--- config.mk ---
export PLATFORM = sky130hd
export DESIGN_NAME = stage_sequencer
export DESIGN_NICKNAME = d
export VERILOG_FILES = /design/src/rtl/stage_sequencer.sv
export SDC_FILE = /design/constraint.sdc
export NUM_CORES = 1
export LEC_CHECK = 0
export ABC_AREA = 0
export CAP_MARGIN = 20
export CORE_UTILIZATION = 45
export DETAILED_ROUTE_END_ITERATION = 8
export PLACE_DENSITY = 0.72
export RECOVER_POWER = 25
export REMOVE_ABC_BUFFERS = 1
export SKIP_LAST_GASP = 1
export SLEW_MARGIN = 20
export SYNTH_ARGS = -nofsm -noshare
export SYNTH_HDL_FRONTEND = slang
export SYNTH_SLANG_ARGS = --single-unit
export TNS_END_PERCENT = 30
--- constraint.sdc ---
create_clock -name clk -period 3.59 [get_ports clk]
set_clock_uncertainty 0.15 [all_clocks]
set_input_delay 0.8975 -clock clk [delete_from_list [all_inputs] [get_ports clk]]
set_output_delay 0.8975 -clock clk [all_outputs]
set_load 0.03 [all_outputs]
--- src/rtl/stage_sequencer.sv ---
// One-hot stage sequencer: walks NUM_STAGES stage enables per instruction, holds
// the memory stage on stall, and supports halt/resume, a stall watchdog and counters.
module stage_sequencer #(
  parameter int NUM_STAGES = 5,
  parameter int MEM_STAGE  = 3,
  parameter int CNT_W      = 32,
  parameter int WAIT_LIMIT = 15
) (
  input  logic                          clk,
  input  logic                          reset,
  input  logic                          start,
  input  logic                          halt_req,
  input  logic                          stall,
  output logic [NUM_STAGES-1:0]         stage_en,
  output logic [$clog2(NUM_STAGES)-1:0] stage_idx,
  output logic                          instr_done,
  output logic                          busy,
  output logic [CNT_W-1:0]              retired_count,
  output logic [CNT_W-1:0]              stall_count,
  output logic                          timeout_err
);

  localparam int IDX_W  = $clog2(NUM_STAGES);
  localparam int WCNT_W = $clog2(WAIT_LIMIT + 1);
  localparam logic [IDX_W-1:0]  LAST_IDX  = IDX_W'(NUM_STAGES - 1);
  localparam logic [IDX_W-1:0]  MEM_IDX   = IDX_W'(MEM_STAGE);
  localparam logic [WCNT_W-1:0] LIMIT_VAL = WCNT_W'(WAIT_LIMIT);

  typedef enum logic [1:0] {IDLE, RUN, STALL, HALTED} state_t;

  state_t             state_reg, state_next;
  logic [IDX_W-1:0]   idx_reg, idx_next;
  logic [NUM_STAGES-1:0] en_reg, en_next;
  logic               done_reg, done_next;
  logic               busy_reg, busy_next;
  logic [CNT_W-1:0]   retired_reg, retired_next;
  logic [CNT_W-1:0]   stall_cnt_reg, stall_cnt_next;
  logic               timeout_reg, timeout_next;
  logic [WCNT_W-1:0]  wait_reg, wait_next;

  logic               running, at_last, at_mem;
  logic               stall_hit, advance, retire, trip, launch;
  logic [WCNT_W-1:0]  wait_inc;

  assign running   = (state_reg == RUN) || (state_reg == STALL);
  assign at_last   = (idx_reg == LAST_IDX);
  assign at_mem    = (idx_reg == MEM_IDX);
  assign stall_hit = running && at_mem && stall;
  assign advance   = running && !stall_hit;
  assign retire    = advance && at_last;
  assign launch    = !running && start;
  // The consecutive-stall run counts the entry cycle, so it restarts at 1 from RUN.
  assign wait_inc  = ((state_reg == STALL) ? wait_reg : '0) + WCNT_W'(1);
  assign trip      = stall_hit && (wait_inc >= LIMIT_VAL);

  always_ff @(posedge clk) begin
    if (reset) begin
      state_reg     <= IDLE;
      idx_reg       <= '0;
      en_reg        <= '0;
      done_reg      <= 1'b0;
      busy_reg      <= 1'b0;
      retired_reg   <= '0;
      stall_cnt_reg <= '0;
      timeout_reg   <= 1'b0;
      wait_reg      <= '0;
    end else begin
      state_reg     <= state_next;
      idx_reg       <= idx_next;
      en_reg        <= en_next;
      done_reg      <= done_next;
      busy_reg      <= busy_next;
      retired_reg   <= retired_next;
      stall_cnt_reg <= stall_cnt_next;
      timeout_reg   <= timeout_next;
      wait_reg      <= wait_next;
    end
  end

  always_comb begin
    state_next = state_reg;
    case (state_reg)
      IDLE, HALTED: begin
        if (start) state_next = RUN;
      end
      RUN, STALL: begin
        if (stall_hit)
          state_next = trip ? HALTED : STALL;
        else if (retire && halt_req)
          state_next = HALTED;
        else
          state_next = RUN;
      end
      default: state_next = IDLE;
    endcase
  end

  always_comb begin
    idx_next       = idx_reg;
    done_next      = retire;
    wait_next      = stall_hit ? wait_inc : '0;
    retired_next   = retired_reg + (retire ? CNT_W'(1) : CNT_W'(0));
    stall_cnt_next = stall_cnt_reg;
    timeout_next   = timeout_reg;
    busy_next      = (state_next == RUN) || (state_next == STALL);

    if (launch) begin
      idx_next     = '0;
      timeout_next = 1'b0;
    end else if (advance) begin
      idx_next = at_last ? '0 : idx_reg + IDX_W'(1);
    end
    if (stall_hit && (stall_cnt_reg != {CNT_W{1'b1}}))
      stall_cnt_next = stall_cnt_reg + CNT_W'(1);
    if (trip)
      timeout_next = 1'b1;
    if (state_next == HALTED)
      idx_next = '0;
  end

  generate
    for (genvar gi = 0; gi < NUM_STAGES; gi++) begin : g_onehot
      assign en_next[gi] = busy_next && (idx_next == IDX_W'(gi));
    end
  endgenerate

  assign stage_en      = en_reg;
  assign stage_idx     = idx_reg;
  assign instr_done    = done_reg;
  assign busy          = busy_reg;
  assign retired_count = retired_reg;
  assign stall_count   = stall_cnt_reg;
  assign timeout_err   = timeout_reg;

endmodule

Word-level counts from Yosys, hierarchy flattened --
Index checks and enable logic that the tools add are counted.
Word-level totals: word-level logic and storage cells 64, register bits after elaboration 81, input bits 5
Operators by class: add/sub/neg operators 4, magnitude comparators 1, muxes and demuxes 13, reductions and logical operators 23, bitwise gates (word level) 1, equality and inequality tests 13
Operators with widths (count):
- adder 32 x 1 -> 32 bit | 1
- adder 32 x 1 -> 32 bit, second input constant | 1
- != test 32 bit, second input constant | 1
- logical AND 1 bit | 13
- 2-to-1 mux 3 bit | 4
- == test 3 x 2 -> 1 bit, second input constant | 3
- == test 2 bit, second input constant | 4
- == test 3 bit, second input constant | 2
- 2-to-1 mux 2 bit | 3
- OR reduction 2 bit | 3
- adder 4 x 1 -> 4 bit, second input constant | 1
- == test 2 x 1 -> 1 bit, second input constant | 2
- >= comparator 4 bit, second input constant | 1
- 2-to-1 mux 1 bit | 4
- 2-to-1 mux 4 bit | 1
- one-hot mux 2 bit (2 select lines) | 1
- adder 3 x 1 -> 3 bit, second input constant | 1
- == test 3 x 1 -> 1 bit, second input constant | 1
- zero test 3 bit | 1
- zero test 1 bit | 2
- zero test 2 bit | 1
- logical OR 1 bit | 2
- nonzero test 2 bit | 1
- inverter 1 bit | 1

Longest topological paths before layout --
depth after elaboration 15, mapped depth 11, gate-level depth less buffers 11

Worst setup path before layout --
Ideal clock, no wire load.
path type register to register, start register idx_reg[2] (netlist: stage_idx[2]), end register retired_reg[28] (netlist: retired_count[28]), buffers on the path 0, period minus slack after synthesis 3114 ps, path slack 476 ps, required time 3370 ps, arrival 2894 ps, stages on the path, launching flop included 12, cell sequence dfxtp_1 > inv_1 > ha_1 > a21oi_1 > and3_1 > ha_1 > ha_1 > nand3_1 > nor4_4 > nand3_1 > or3_1 > a21oi_1
On the way: longest elaborated chain between the ends 8, elaborated cells on any way between the ends 9, those cells by class 1 x add/sub; 2 x eq/ne; 1 x mux; 5 x reduce/logical
RTL lines:
- start, declared | line 32 | logic [IDX_W-1:0] idx_reg, idx_next;
- start signal, assigned | line 69 | idx_reg <= idx_next;
- == test 3 x 2 -> 1 bit | line 47 | assign at_mem = (idx_reg == MEM_IDX);
- logical AND 1 bit (2 in series) | line 48 | assign stall_hit = running && at_mem && stall;
- zero test 1 bit | line 49 | assign advance = running && !stall_hit;
- logical AND 1 bit | line 49
- logical AND 1 bit * | line 50 | assign retire = advance && at_last;
- named net done_next | line 34 | logic done_reg, done_next;
- 2-to-1 mux 1 bit * | line 102 | retired_next = retired_reg + (retire ? CNT_W'(1) : CNT_W'(0));
- adder 32 x 1 -> 32 bit * | line 102
- end signal, assigned | line 73 | retired_reg <= retired_next;
- end, declared | line 36 | logic [CNT_W-1:0] retired_reg, retired_next;
The timed path passes the listed nets; every way through them passes the cells marked *. A chain may end at the register's enable or synchronous reset.

Worst setup path after layout --
start input stall, end register retired_reg[28] (netlist: retired_count[28])
On the way: longest elaborated chain between the ends 6
RTL lines:
- start, declared | line 13 | input logic stall,
- logical AND 1 bit | line 48
- zero test 1 bit | line 49
- logical AND 1 bit | line 49
- logical AND 1 bit | line 50
- named net done_next | line 34
- 2-to-1 mux 1 bit | line 102
- adder 32 x 1 -> 32 bit | line 102
The timed path passes the listed nets, and every way through them passes these cells.

==> flow_metrics.tcl <==
set metrics [dict create \
    cts_setup_buffers 0 \
    cts_hold_buffers 0 \
    grt.overflow.total 0 \
    cts_root_buffer "clkbuf_8" \
    ant_nets 0 \
    ys_seq_area_share_pct 43.1 \
    antenna_found_initial 0 \
    multi_input_area_um2 2000 \
    fin_nets 517 \
    worstMarginPinSlew_ps 1480 \
    slew_viol_final 0 \
    grt_pass1_wl_mm 14.0 \
    clk_pin_slew_ps 80 \
    pre_cts_ws_ps 181 \
    setup-tns-final_ps 0 \
    max_stage_delay_ps 580 \
    die_x_um 93.4 \
    worst-setup-path-type "primary input to flop" \
    crit_path_cell_trace "dlygate4sd3_1, a21oi_1, and3_1, ha_1, ha_1, nand3_1, nor4_4, nand3_1, or3_1, a21oi_1" \
    hold_violations 0 \
    setup_ws_ps 403 \
    p_switching_mw 0.424 \
    synth_flop_cell "dfxtp_1" \
    cp_top_family "simple AND/OR/NAND/NOR gates" \
    wl_per_cell_um 14.1 \
    port_buffers 79 \
    fin_crit_ps 3190 \
    layout_worst_path_cycle_share_pct 88.8 \
    drtIter0Drc 169 \
    power.internal_mw 1.31 \
    syn_area_per_cell_um2 8.89 \
    pwr-share-clk_pct 38.6 \
    power.density_nw_per_um2 361 \
    cts_resized 0 \
    crit_slowest_cell "dlygate4sd3_1" \
    num_vias 3290 \
    drc 0 \
    async_flop_share_pct 0 \
    maxCapViolCount 0 \
    path_max_fanout 5 \
    grt_max_degree 35 \
    sw_frac_of_total_pct 24.4 \
    die_y_um 93.4 \
    clk_latency_ps 350 \
    p_comb_share_pct 8.4 \
    report.final.setup_viol 0 \
    synth_edf_count 0 \
    cts_tree "done" \
    nFillCells 704 \
    cp.arrival_ps 3310 \
    grt_usage_pct 20.4 \
    hold_class "flop to flop" \
    synth_cell_type_count 49 \
    slew_headroom_pct 1.26 \
    drive_above_1_share_pct 7.66 \
    gp_congestion 0.814 \
    routed_via_density 5.38 \
    cts_made_buffers 9 \
    seq_area_um2 1620 \
    fp.dieArea_um2 8720 \
    outcome "complete, no violations" \
    syn-cell-area_um2 3760 \
    syn_to_final_growth_pct 28.2 \
    dp_cells 595 \
    cts_buffer_depth 2 \
    critical_path.n_buffers_inverters 1 \
    p_seq_share_pct 53.0 \
    ys_ff_latch 81 \
    critPathCaptureType "flop" \
    yosys_warnings 0 \
    crit_required_ps 3710 \
    drt_pass1_iterations 4 \
    core_um2 7890 \
    peakVddDrop_mv 0.192 \
    grt_setup_unrepaired "no" \
    clock_sinks 81 \
    fmax_ghz 0.314 \
    htreeDepth 3 \
    diodes 0 \
    fin_cells 611 \
    drt-total-wl_mm 8.63 \
    critPathLaunchType "primary input" \
    grt_pass1_vias 2998 \
    io_pins 80 \
    syn_inst 423 \
    dp_hpwl_mm 6.13 \
    power.leakage_nw 1.78 \
    initial_core_util_pct 47.7 \
    fp-row-count 32 \
]
==> Yosys cell counts, drive strengths merged (2+ instances only) <==
master | count | area [µm²]
nand3b | 2 | 18.8
o31ai | 5 | 37.5
clkbuf | 9 | 35.0
nor3 | 7 | 35.0
nor2b | 12 | 75.1
mux2i | 2 | 20.0
buf | 7 | 52.6
ha | 8 | 100
and3 | 11 | 68.8
inv | 10 | 37.5
o21ai | 13 | 65.1
a21oi | 26 | 130
and4 | 6 | 53.8
nor4 | 9 | 101
xor2 | 25 | 219
nor3b | 3 | 22.5
or4 | 5 | 37.5
nand3 | 28 | 140
a31oi | 2 | 12.5
or3 | 14 | 92.6
mux2 | 8 | 90.1
nor2 | 56 | 210
dfxtp | 81 | 1620
a22oi | 2 | 15.0
a31o | 2 | 26.3
o41ai | 2 | 17.5
nand4 | 21 | 153
nand2 | 28 | 105
xnor2 | 9 | 78.8
==> layer usage <==
layer  up-vias  GRT usage, %  part of all wire (%)
li1       1676             -                     -
met1      1531          26.6                    48
met2        76          32.1                    45
met3         7          5.45                   6.0
met4         0          7.82                   1.2
met5         -             0                     0
==> layout make-up <==
cell class	instances	share of cell area [%]
Multi-Input combinational cell	316	41.6
Tap cell	102	2.65
Inverter	10	0.779
Timing Repair Buffer	86	17.2
Clock buffer	12	3.01
Clock inverter	4	1.09
Sequential cell	81	33.7
==> logic make-up after synthesis <==
kind of cell	Yosys count	share of synthesized area [%]
flops	81	43.1
compound gates	58	9.52
simple gates	206	30.5
buf+inv	26	3.33
xor+xnor	34	7.92
fa+ha+maj	8	2.66
mux	10	2.93
==> stage by stage <==
step	hold slack, ps	cell area (µm²)	utilization (%)	power (mW)
floorplan	329	3670	-	1.03
global placement	324	4640	58.8	1.09
detailed placement	333	4640	58.8	1.09
CTS	353	4830	61.3	1.76
global route	381	4820	61.1	1.81
finish	337	4820	61.1	1.74
==> placed cells by master (no fill, tap or decap), types with 11 or more instances in the layout <==
cell             synthesis  layout
dfxtp_1                 81      81
clkdlybuf4s50_1          0      62
nor2_1                  56      56
nand3_1                 28      28
nand2_1                 28      28
a21oi_1                 26      26
xor2_1                  25      25
nand4_1                 19      19
dlygate4sd3_1            0      16
o21ai_0                 13      13
or3_1                   13      13
nor2b_1                 12      12
and3_1                  11      11
==> path summary, 6_finish.rpt <==
path	start	endpoint	slack [ps]	depth (start not counted)
worst max-delay path	stall	retired_count[28]$_SDFF_PP0_	400	10
worst min register to register	timeout_err$_SDFFE_PP0P_	timeout_err$_SDFFE_PP0P_	340	2
worst min-delay path	timeout_err$_SDFFE_PP0P_	timeout_err$_SDFFE_PP0P_	340	2
worst max register to register	stage_idx[0]$_SDFF_PP0_	retired_count[28]$_SDFF_PP0_	720	11
==> power by group through the flow <==
stage	clock network (mW)	registers, mW	logic, mW
after CTS	0.689	0.921	0.152
final	0.670	0.920	0.147
after global routing	0.721	0.922	0.163
after floorplan	0	0.966	0.0640
after detailed placement	0	0.942	0.150
after global placement	0	0.942	0.150
==> worst register-to-register path, cell delays in order (launching register included) <==
cell     delay, ps
dfxtp_1        350
ha_1           220
ha_1           220
a21oi_1        190
and3_1         220
ha_1           200
ha_1           190
nand3_1        140
nor4_4         230
nand3_1        200
or3_1          350
a21oi_1        140
Note: power is estimated with default switching activity, not from simulation.
